[src/rtl/display_pkg.sv]
// Shared constants and state encoding for the multiplexed display scanner.
package display_pkg;
    localparam logic [3:0] CODE_BLANK = 4'hF;
    localparam logic [3:0] CODE_MINUS = 4'hA;
    localparam int NUM_DIGITS = 8;
    localparam int IDX_W = 3;

    typedef enum logic {
        S_LOAD = 1'b0,
        S_HOLD = 1'b1
    } scan_state_t;
endpackage

[src/rtl/lz_blank_mask.sv]
// Leading-zero mask: bit i set when digits 7..i are all zero; digit 0 never masked.
module lz_blank_mask
    import display_pkg::*;
(
    input  logic [4*NUM_DIGITS-1:0] image,
    output logic [NUM_DIGITS-1:0]   mask
);

    always_comb begin
        logic zero_above;
        zero_above = 1'b1;
        mask = '0;
        for (int i = NUM_DIGITS - 1; i >= 0; i--) begin
            zero_above = zero_above && (image[4*i +: 4] == 4'h0);
            mask[i] = zero_above && (i != 0);
        end
    end

endmodule

[src/rtl/display_scanner.sv]
// Double-buffered 8-digit scan controller feeding the draw stage's number/index latches.
//   state  | meaning
//   S_LOAD | slot outputs just loaded, strobes high (one cycle)
//   S_HOLD | down-counter running out the remainder of the slot
module display_scanner
    import display_pkg::*;
#(
    parameter int CLK_DIV = 50000
) (
    input  logic             clk,
    input  logic             reset,
    input  logic             wr_valid,
    output logic             wr_ready,
    input  logic [IDX_W-1:0] wr_index,
    input  logic [3:0]       wr_digit,
    input  logic             commit_valid,
    output logic             commit_ready,
    input  logic             blank_lz,
    output logic [3:0]       value,
    output logic [IDX_W-1:0] index,
    output logic             load_number,
    output logic             load_index,
    output logic             frame_done
);

    localparam int CNT_W = $clog2(CLK_DIV + 1);
    localparam logic [CNT_W-1:0] CNT_LOAD = CNT_W'(CLK_DIV - 1);

    scan_state_t state, state_next;
    logic [CNT_W-1:0] cnt, cnt_next;
    logic [4*NUM_DIGITS-1:0] shadow_img, shadow_next;
    logic [4*NUM_DIGITS-1:0] active_img, active_next;
    logic [NUM_DIGITS-1:0] blank_mask;
    logic [IDX_W-1:0] index_next;
    logic pending, wr_accept, commit_accept, commit_now, terminal, load_now;
    logic [3:0] slot_code;
    logic slot_blank;

    assign commit_ready  = ~pending;
    assign wr_ready      = commit_ready;
    assign wr_accept     = wr_valid && wr_ready;
    assign commit_accept = commit_valid && commit_ready;
    assign terminal      = (state == S_HOLD) && (cnt == CNT_W'(1));
    assign frame_done    = terminal && (index == IDX_W'(NUM_DIGITS - 1));
    // A commit accepted on the wrap cycle itself is applied at that same edge.
    assign commit_now    = frame_done && (pending || commit_accept);
    assign index_next    = terminal ? index + IDX_W'(1) : index;

    always_comb begin
        shadow_next = shadow_img;
        if (wr_accept) shadow_next[{wr_index, 2'b00} +: 4] = wr_digit;
    end

    assign active_next = commit_now ? shadow_next : active_img;

    // Slot outputs are derived from the image active after this edge, so a commit shows at slot 0.
    lz_blank_mask u_lz_blank_mask (
        .image (active_next),
        .mask  (blank_mask)
    );

    assign slot_code  = active_next[{index_next, 2'b00} +: 4];
    assign slot_blank = blank_lz && blank_mask[index_next];

    always_comb begin
        state_next = state;
        cnt_next   = cnt;
        load_now   = 1'b0;
        case (state)
            S_LOAD: begin
                // Out of reset the strobes are low: the first edge primes slot 0 before holding.
                if (load_number) state_next = S_HOLD;
                else load_now = 1'b1;
            end
            S_HOLD: begin
                if (terminal) begin
                    state_next = S_LOAD;
                    cnt_next   = CNT_LOAD;
                    load_now   = 1'b1;
                end else begin
                    cnt_next = cnt - CNT_W'(1);
                end
            end
            default: state_next = S_LOAD;
        endcase
    end

    always_ff @(posedge clk or posedge reset) begin
        if (reset) begin
            state       <= S_LOAD;
            cnt         <= CNT_LOAD;
            shadow_img  <= '0;
            active_img  <= '0;
            pending     <= 1'b0;
            index       <= '0;
            value       <= 4'h0;
            load_number <= 1'b0;
            load_index  <= 1'b0;
        end else begin
            state       <= state_next;
            cnt         <= cnt_next;
            shadow_img  <= shadow_next;
            active_img  <= active_next;
            pending     <= commit_now ? 1'b0 : (pending || commit_accept);
            load_number <= load_now;
            load_index  <= load_now;
            if (load_now) begin
                index <= index_next;
                value <= slot_blank ? CODE_BLANK : slot_code;
            end
        end
    end

endmodule

[config.mk]
export PLATFORM = sky130hd
export DESIGN_NAME = display_scanner
export DESIGN_NICKNAME = d
export VERILOG_FILES = /design/src/rtl/display_pkg.sv /design/src/rtl/lz_blank_mask.sv /design/src/rtl/display_scanner.sv
export SDC_FILE = /design/constraint.sdc
export NUM_CORES = 1
export LEC_CHECK = 0
export ABC_AREA = 1
export BUFFER_PORTS_ARGS = -buffer_cell sky130_fd_sc_hd__buf_2
export CORE_ASPECT_RATIO = 0.5
export CORE_UTILIZATION = 60
export DETAILED_ROUTE_END_ITERATION = 12
export PLACE_DENSITY = 0.79
export SLEW_MARGIN = 15
export SYNTH_ARGS = -nofsm -noshare
export SYNTH_HDL_FRONTEND = slang
export SYNTH_SLANG_ARGS = --single-unit
[constraint.sdc]
create_clock -name clk -period 5.7 [get_ports clk]
set_input_delay 0.855 -clock clk [delete_from_list [all_inputs] [get_ports clk]]
set_output_delay 0.855 -clock clk [all_outputs]
set_load 0.01 [all_outputs]
# Yosys cells after proc, flatten, opt, wreduce, memory -nomap -nowiden
# Cells that the tools add are included.
totals:
  register_bits: 90
  wordCells: 54
  inputBits: 12
  out_inout_bits: 12
classes:
  n_eq_ne: 2
  n_bitwise: 2
  n_mux: 15
  addsub: 3
  shift: 3
  n_reduce_logical: 20
  order_cmp: 1
ops:
  columns: ["op", "n"]
  rows:
  - ["$mux W32", 2]
  - ["$bwmux W32", 1]
  - ["$shift A4 B7 Y32 const A", 1]
  - ["$shiftx A32 B6 Y4", 1]
  - ["$shiftx A4 B7 Y32", 1]
  - ["$logic_not A4 Y1", 7]
  - ["$eq A16 B1 Y1 const B", 1]
  - ["$mux W16", 1]
  - ["$sub A16 B1 Y16 const B", 1]
  - ["$logic_and A1 B1 Y1", 12]
  - ["$neg A5 Y7", 1]
  - ["$mux W1", 6]
  - ["$lt A3 B4 Y1 const B", 1]
  - ["$mux W4", 1]
  - ["$pmux W1 S2", 2]
  - ["$add A3 B1 Y3 const B", 1]
  - ["$bmux W1 S3", 1]
  - ["$eq A3 B3 Y1 const B", 1]
  - ["$mux W3", 1]
  - ["$not A1 Y1", 2]
  - ["$logic_or A1 B1 Y1", 1]

# Longest topological paths before layout
depth:
  word_depth: 16
  depth_mapped: 18
  depth_no_buf: 18

# Hierarchy
# Synthesis repeated with hierarchy kept, for this count alone.
hier_totals:
  cells_unflattened: 652
  hier_area_um2: 4978.5
by_module_without_submodules:
  columns: ["mod", "instances", "cells_each", "area_each_um2"]
  rows:
  - ["display_scanner", 1, 615, 4799.6]
  - ["lz_blank_mask", 1, 37, 178.9]

# Worst setup path after synthesis
# OpenSTA, ideal clock, no wires.
synth_path:
  kind: "input-to-reg"
  startpoint: "input wr_index[0]"
  endpoint: "register value[0]"
  t_arrival_ns: 2.560
  setup_ns: 0.124
  setup_slack_ns: 3.016
  cell_stages: 16
  required_ns: 5.576
  cell_sequence: "inv_2 -> ha_1 -> ha_1 -> inv_1 -> a21oi_1 -> nand2_1 -> o21ai_0 -> nand2_1 -> nand2_1 -> nor2_1 -> nand2_1 -> nand2_1 -> nand3_1 -> nand2_1 -> nand2_1 -> a21oi_1"
synth_via:
  elab_cells_between_ends: 24
  classes_between: "add/sub: 1; shift: 3; mux: 6; reduce/logical: 14"
synth_lines:
  columns: ["item", "line", "rtl"]
  rows:
  - ["start, declared", "display_scanner.sv:14", "input logic [IDX_W-1:0] wr_index,"]
  - ["$neg A5 Y7 *", "display_scanner.sv:51", "if (wr_accept) shadow_next[{wr_index, 2'b00} +: 4] = wr_digit;"]
  - ["$shiftx A4 B7 Y32 / $shift A4 B7 Y32 (equally long branches)", "display_scanner.sv:51", null]
  - ["$bwmux W32 *", "display_scanner.sv:51", null]
  - ["$mux W32 *", "display_scanner.sv:51", null]
  - ["net shadow_next[8]", "display_scanner.sv:31", "logic [4*NUM_DIGITS-1:0] shadow_img, shadow_next;"]
  - ["$mux W32 *", "display_scanner.sv:54", "assign active_next = commit_now ? shadow_next : active_img;"]
  - ["net active_next[8]", "display_scanner.sv:32", "logic [4*NUM_DIGITS-1:0] active_img, active_next;"]
  - ["$logic_not A4 Y1", "lz_blank_mask.sv:14", "zero_above = zero_above && (image[4*i +: 4] == 4'h0);"]
  - ["$logic_and A1 B1 Y1 (2 in series)", "lz_blank_mask.sv:14", null]
  - ["$bmux W1 S3", "display_scanner.sv:63", "assign slot_blank = blank_lz && blank_mask[index_next];"]
  - ["$mux W1 (implied by the code)", "display_scanner.sv:63", null]
  - ["$logic_and A1 B1 Y1", "display_scanner.sv:63", null]
  - ["$mux W4 *", "display_scanner.sv:109", "value <= slot_blank ? CODE_BLANK : slot_code;"]
  - ["end signal, assigned", "display_scanner.sv:109", null]
  - ["end, declared", "display_scanner.sv:19", "output logic [3:0] value,"]
# Mark *: on every way through the listed nets, which the timed path passes. The rest lies on a longest branch. The select of a mux whose other input is x is not followed.
# A chain may end at the register's enable or synchronous reset.

# Worst setup path in the final report
layout_path:
  startpoint: "input wr_index[0]"
  endpoint: "register value[1]"
layout_via:
  elab_cells_between_ends: 24
  classes_between: "add/sub: 1; shift: 3; mux: 6; reduce/logical: 14"
layout_lines:
  columns: ["item", "line"]
  rows:
  - ["$neg A5 Y7 *", "display_scanner.sv:51"]
  - ["$shiftx A4 B7 Y32 / $shift A4 B7 Y32 (equally long branches)", "display_scanner.sv:51"]
  - ["$bwmux W32 *", "display_scanner.sv:51"]
  - ["$mux W32 *", "display_scanner.sv:51"]
  - ["net shadow_next[23]", "display_scanner.sv:31"]
  - ["$mux W32 *", "display_scanner.sv:54"]
  - ["net active_next[23]", "display_scanner.sv:32"]
  - ["$logic_not A4 Y1 *", "lz_blank_mask.sv:14"]
  - ["$logic_and A1 B1 Y1 *", "lz_blank_mask.sv:14"]
  - ["$logic_and A1 B1 Y1 (4 in series)", "lz_blank_mask.sv:14"]
  - ["$bmux W1 S3 *", "display_scanner.sv:63"]
  - ["$mux W1 (implied by the code) *", "display_scanner.sv:63"]
  - ["$logic_and A1 B1 Y1 *", "display_scanner.sv:63"]
  - ["$mux W4 *", "display_scanner.sv:109"]
# Marked as above.

==> metrics.md <==
| Metric | Value |
|---|---|
| Outcome | `completed` |
| Reg2Reg Depth | `13` |
| Worst-case vdd ir drop | `0.208 mV` |
| Slowest CP cell | `nor2_1` |
| Overall overflow remaining after global route | `0` |
| RR Endpoint | `value[1]` |
| Rows | `21` |
| Final period util | `0.538` |
| Crit start category | `primary input` |
| CP max stage delay | `0.22 ns` |
| Met3 usage | `0.0836` |
| Dpl cells | `658` |
| Post-DRT Antenna Nets | `0` |
| Lkg Pwr | `2.50 nW` |
| Layout cells sized above 1 | `0.112` |
| Starting DRC count in detailed routing | `235` |
| Vias in the first global route | `3359` |
| CTS tree | `yes` |
| Post_cts resized | `0` |
| Final Hold Viols | `0` |
| Core area | `6860 um^2` |
| Antenna fix cells | `0` |
| Die area | `7620 um^2` |
| Clk buf depth | `2` |
| CP arrival | `3.34 ns` |
| Slew of the pin with the lowest slew margin | `0.994 ns` |
| Worst R2R Start | `cnt[0]` |
| Initial Util | `0.635` |
| Syn Std Cell Area | `4350 um^2` |
| Most frequent cells in the layout | `200 x nand2_1, 81 x dfrtp_1, 58 x inv_1` |
| Yosys cell types | `29` |
| First-pass GRT wire length | `15500 um` |
| # setup viols final | `0` |
| Vias per Instance | `5.39` |
| Clk slew on worst S/H paths | `0.07 ns` |
| Clk_skew | `0.00804 ns` |
| Nets | `595` |
| Total number of vias | `3636` |
| Hold Path Class | `in2async` |
| Hold WS | `0.394 ns` |
| Reg2reg setup slack | `2.72 ns` |
| Max cap viols | `0` |
| GRT busiest layer | `met2` |
| Slew Limit Fails | `0` |
| Commonest non-fill, non-tap cell in the layout | `nand2_1` |
| # Post-CTS Setup Buffers | `0` |
| Clk Latency, worst-skew pair | `0.34 ns` |
| Area of the multi-input gates | `1780 um^2` |
| Peak Freq | `326 MHz` |
| Seq cells post-synth | `90` |
| CTS buffer count | `9` |
| Register area | `2260 um^2` |
| GP Congestion | `0.983` |
| HPWL Detailed | `6690 um` |
| RSZ-0062 raised after global routing | `false` |
| Post-layout min period | `3.07 ns` |
| Maximum fanout along the worst path | `7` |
| Layout fillers | `535` |
| CP required | `5.97 ns` |
| IO Pins | `24` |
| Post-Syn Area per Cell | `7.89 um^2` |
| Most frequent CP cell | `nand2_1` |
| Final wirelength | `9460 um` |
| Die height | `62.2 um` |
| Syn Inst Count | `552` |
| Final setup TNS | `0 ns` |
| Largest net degree at the start of global routing | `82` |
| Hold_buf cts | `0` |
| DRC viols | `0` |
| Worst rel slew slack | `0.337` |
| Area grow syn2layout | `12.3%` |
| M2 GR Usage | `0.409` |
| CP cell instances | `buf_2, inv_2, ha_1, ha_1, inv_1, nand3_1, nor2_1, nand2_1, nand2_1, o21ai_0, nand2_1, nand2_1, nor2_1, nand2_1, nand2_1, nand2_1, nor2_1, nand2_1, a21oi_1` |
| GRT Total Usage | `0.272` |
| Port Buf Inserts | `23` |
| Crit path kind | `in2reg` |
| Post-route insts no fill | `674` |
| Power Density | `291 nW/um^2` |
| Clock root cell | `clkbuf_16` |
| Seq/Total Area, Yosys | `0.520` |
| CTS sink count | `90` |
| Syn nets | `570` |
| Routed length per instance | `14.0 um` |
| Die X | `122 um` |
| Critical path capture point type | `flop` |
| # H-tree levels | `3` |
| Pre-antenna DRT Iters | `5` |
| Synth warn | `0` |
| Initial antenna violation count | `0` |
| Met1 track demand over resource | `0.374` |
per-layer routing:
layer	routed length [um]	vias up	part of all wire
li1	-	1808	-
met1	4560	1735	0.48
met2	4230	76	0.45
met3	506	17	0.053
met4	166	0	0.018
met5	0	-	0
flip-flops by register name, indices dropped and copies added (netlist names):
name,count
cnt,16
active_img,32
value,4
load_index,1
pending,1
state,1
index,3
shadow_img,32
kinds of logic after synthesis:
logic type	share of synthesized area
and+or+nand+nor	0.314
buffers and inverters	0.0704
xor gates and xnor gates	0.00402
AOI/OAI and AO/OA	0.0744
adders and majority gates	0.0172
DFF	0.520
final cells by class:
type                            count  share of cell area
Multi-Input combinational cell    391               0.365
Tap cell                           92              0.0235
Inverter                           61              0.0471
Sequential cell                    90               0.463
Timing Repair Buffer               24              0.0251
Clock buffer                       10              0.0489
Clock inverter                      6              0.0279
power by group:
part | switching (W) | leakage [nW] | internal, W
clock | 0.000251 | 0.179 | 0.000486
sequential | 0.00000106 | 1.13 | 0.000643
combinational | 0.0000329 | 1.19 | 0.00000994
total | 0.000285 | 2.50 | 0.00114
how the worst max path moves through the flow:
stage / startpoint / end / slack [ns] / cells after the start
2_1_floorplan: reset / active_img[0] / 2.52 / 1
3_3_place_gp: wr_index[0] / value[2] / 2.44 / 16
3_5_place_dp: wr_index[0] / value[0] / 2.34 / 19
4_1_cts: wr_index[0] / value[0] / 2.70 / 19
5_1_grt: wr_index[0] / value[2] / 2.37 / 17
6_report: wr_index[0] / value[1] / 2.63 / 19
metrics by stage:
step / power, W / util / setup slack, ns / instance area, um^2
floorplan: 0.000684 / - / 2.52 / 4350
global placement: 0.000698 / 0.658 / 2.44 / 4510
detailed placement: 0.000699 / 0.658 / 2.34 / 4510
CTS: 0.00143 / 0.713 / 2.70 / 4890
global route: 0.00146 / 0.713 / 2.37 / 4890
finish: 0.00142 / 0.713 / 2.63 / 4890
Yosys cell counts (all sizes together):
master,number,area [um^2]
ha,6,75.1
a21oi,21,105
o211ai,2,15.0
inv,60,225
dfrtp,81,2030
clkinv,1,3.75
and3,1,6.26
buf,8,70.1
o21ai,40,204
nand4,8,50.1
nand3b,1,7.51
xor2,2,17.5
nand2,201,757
nand3,39,220
clkbuf,2,7.51
nor2,56,243
dfstp,9,236
nor3,13,76.3
nor4,1,6.26
worst max-delay path, delay by kind of cell:
kind | cells | cell delay, ns
AOI/OAI and AO/OA | 2 | 0.29
and+or+nand+nor | 12 | 1.46
adders and majority gates | 2 | 0.37
buffers and inverters | 3 | 0.36
Power figures use the tool's default switching activity.
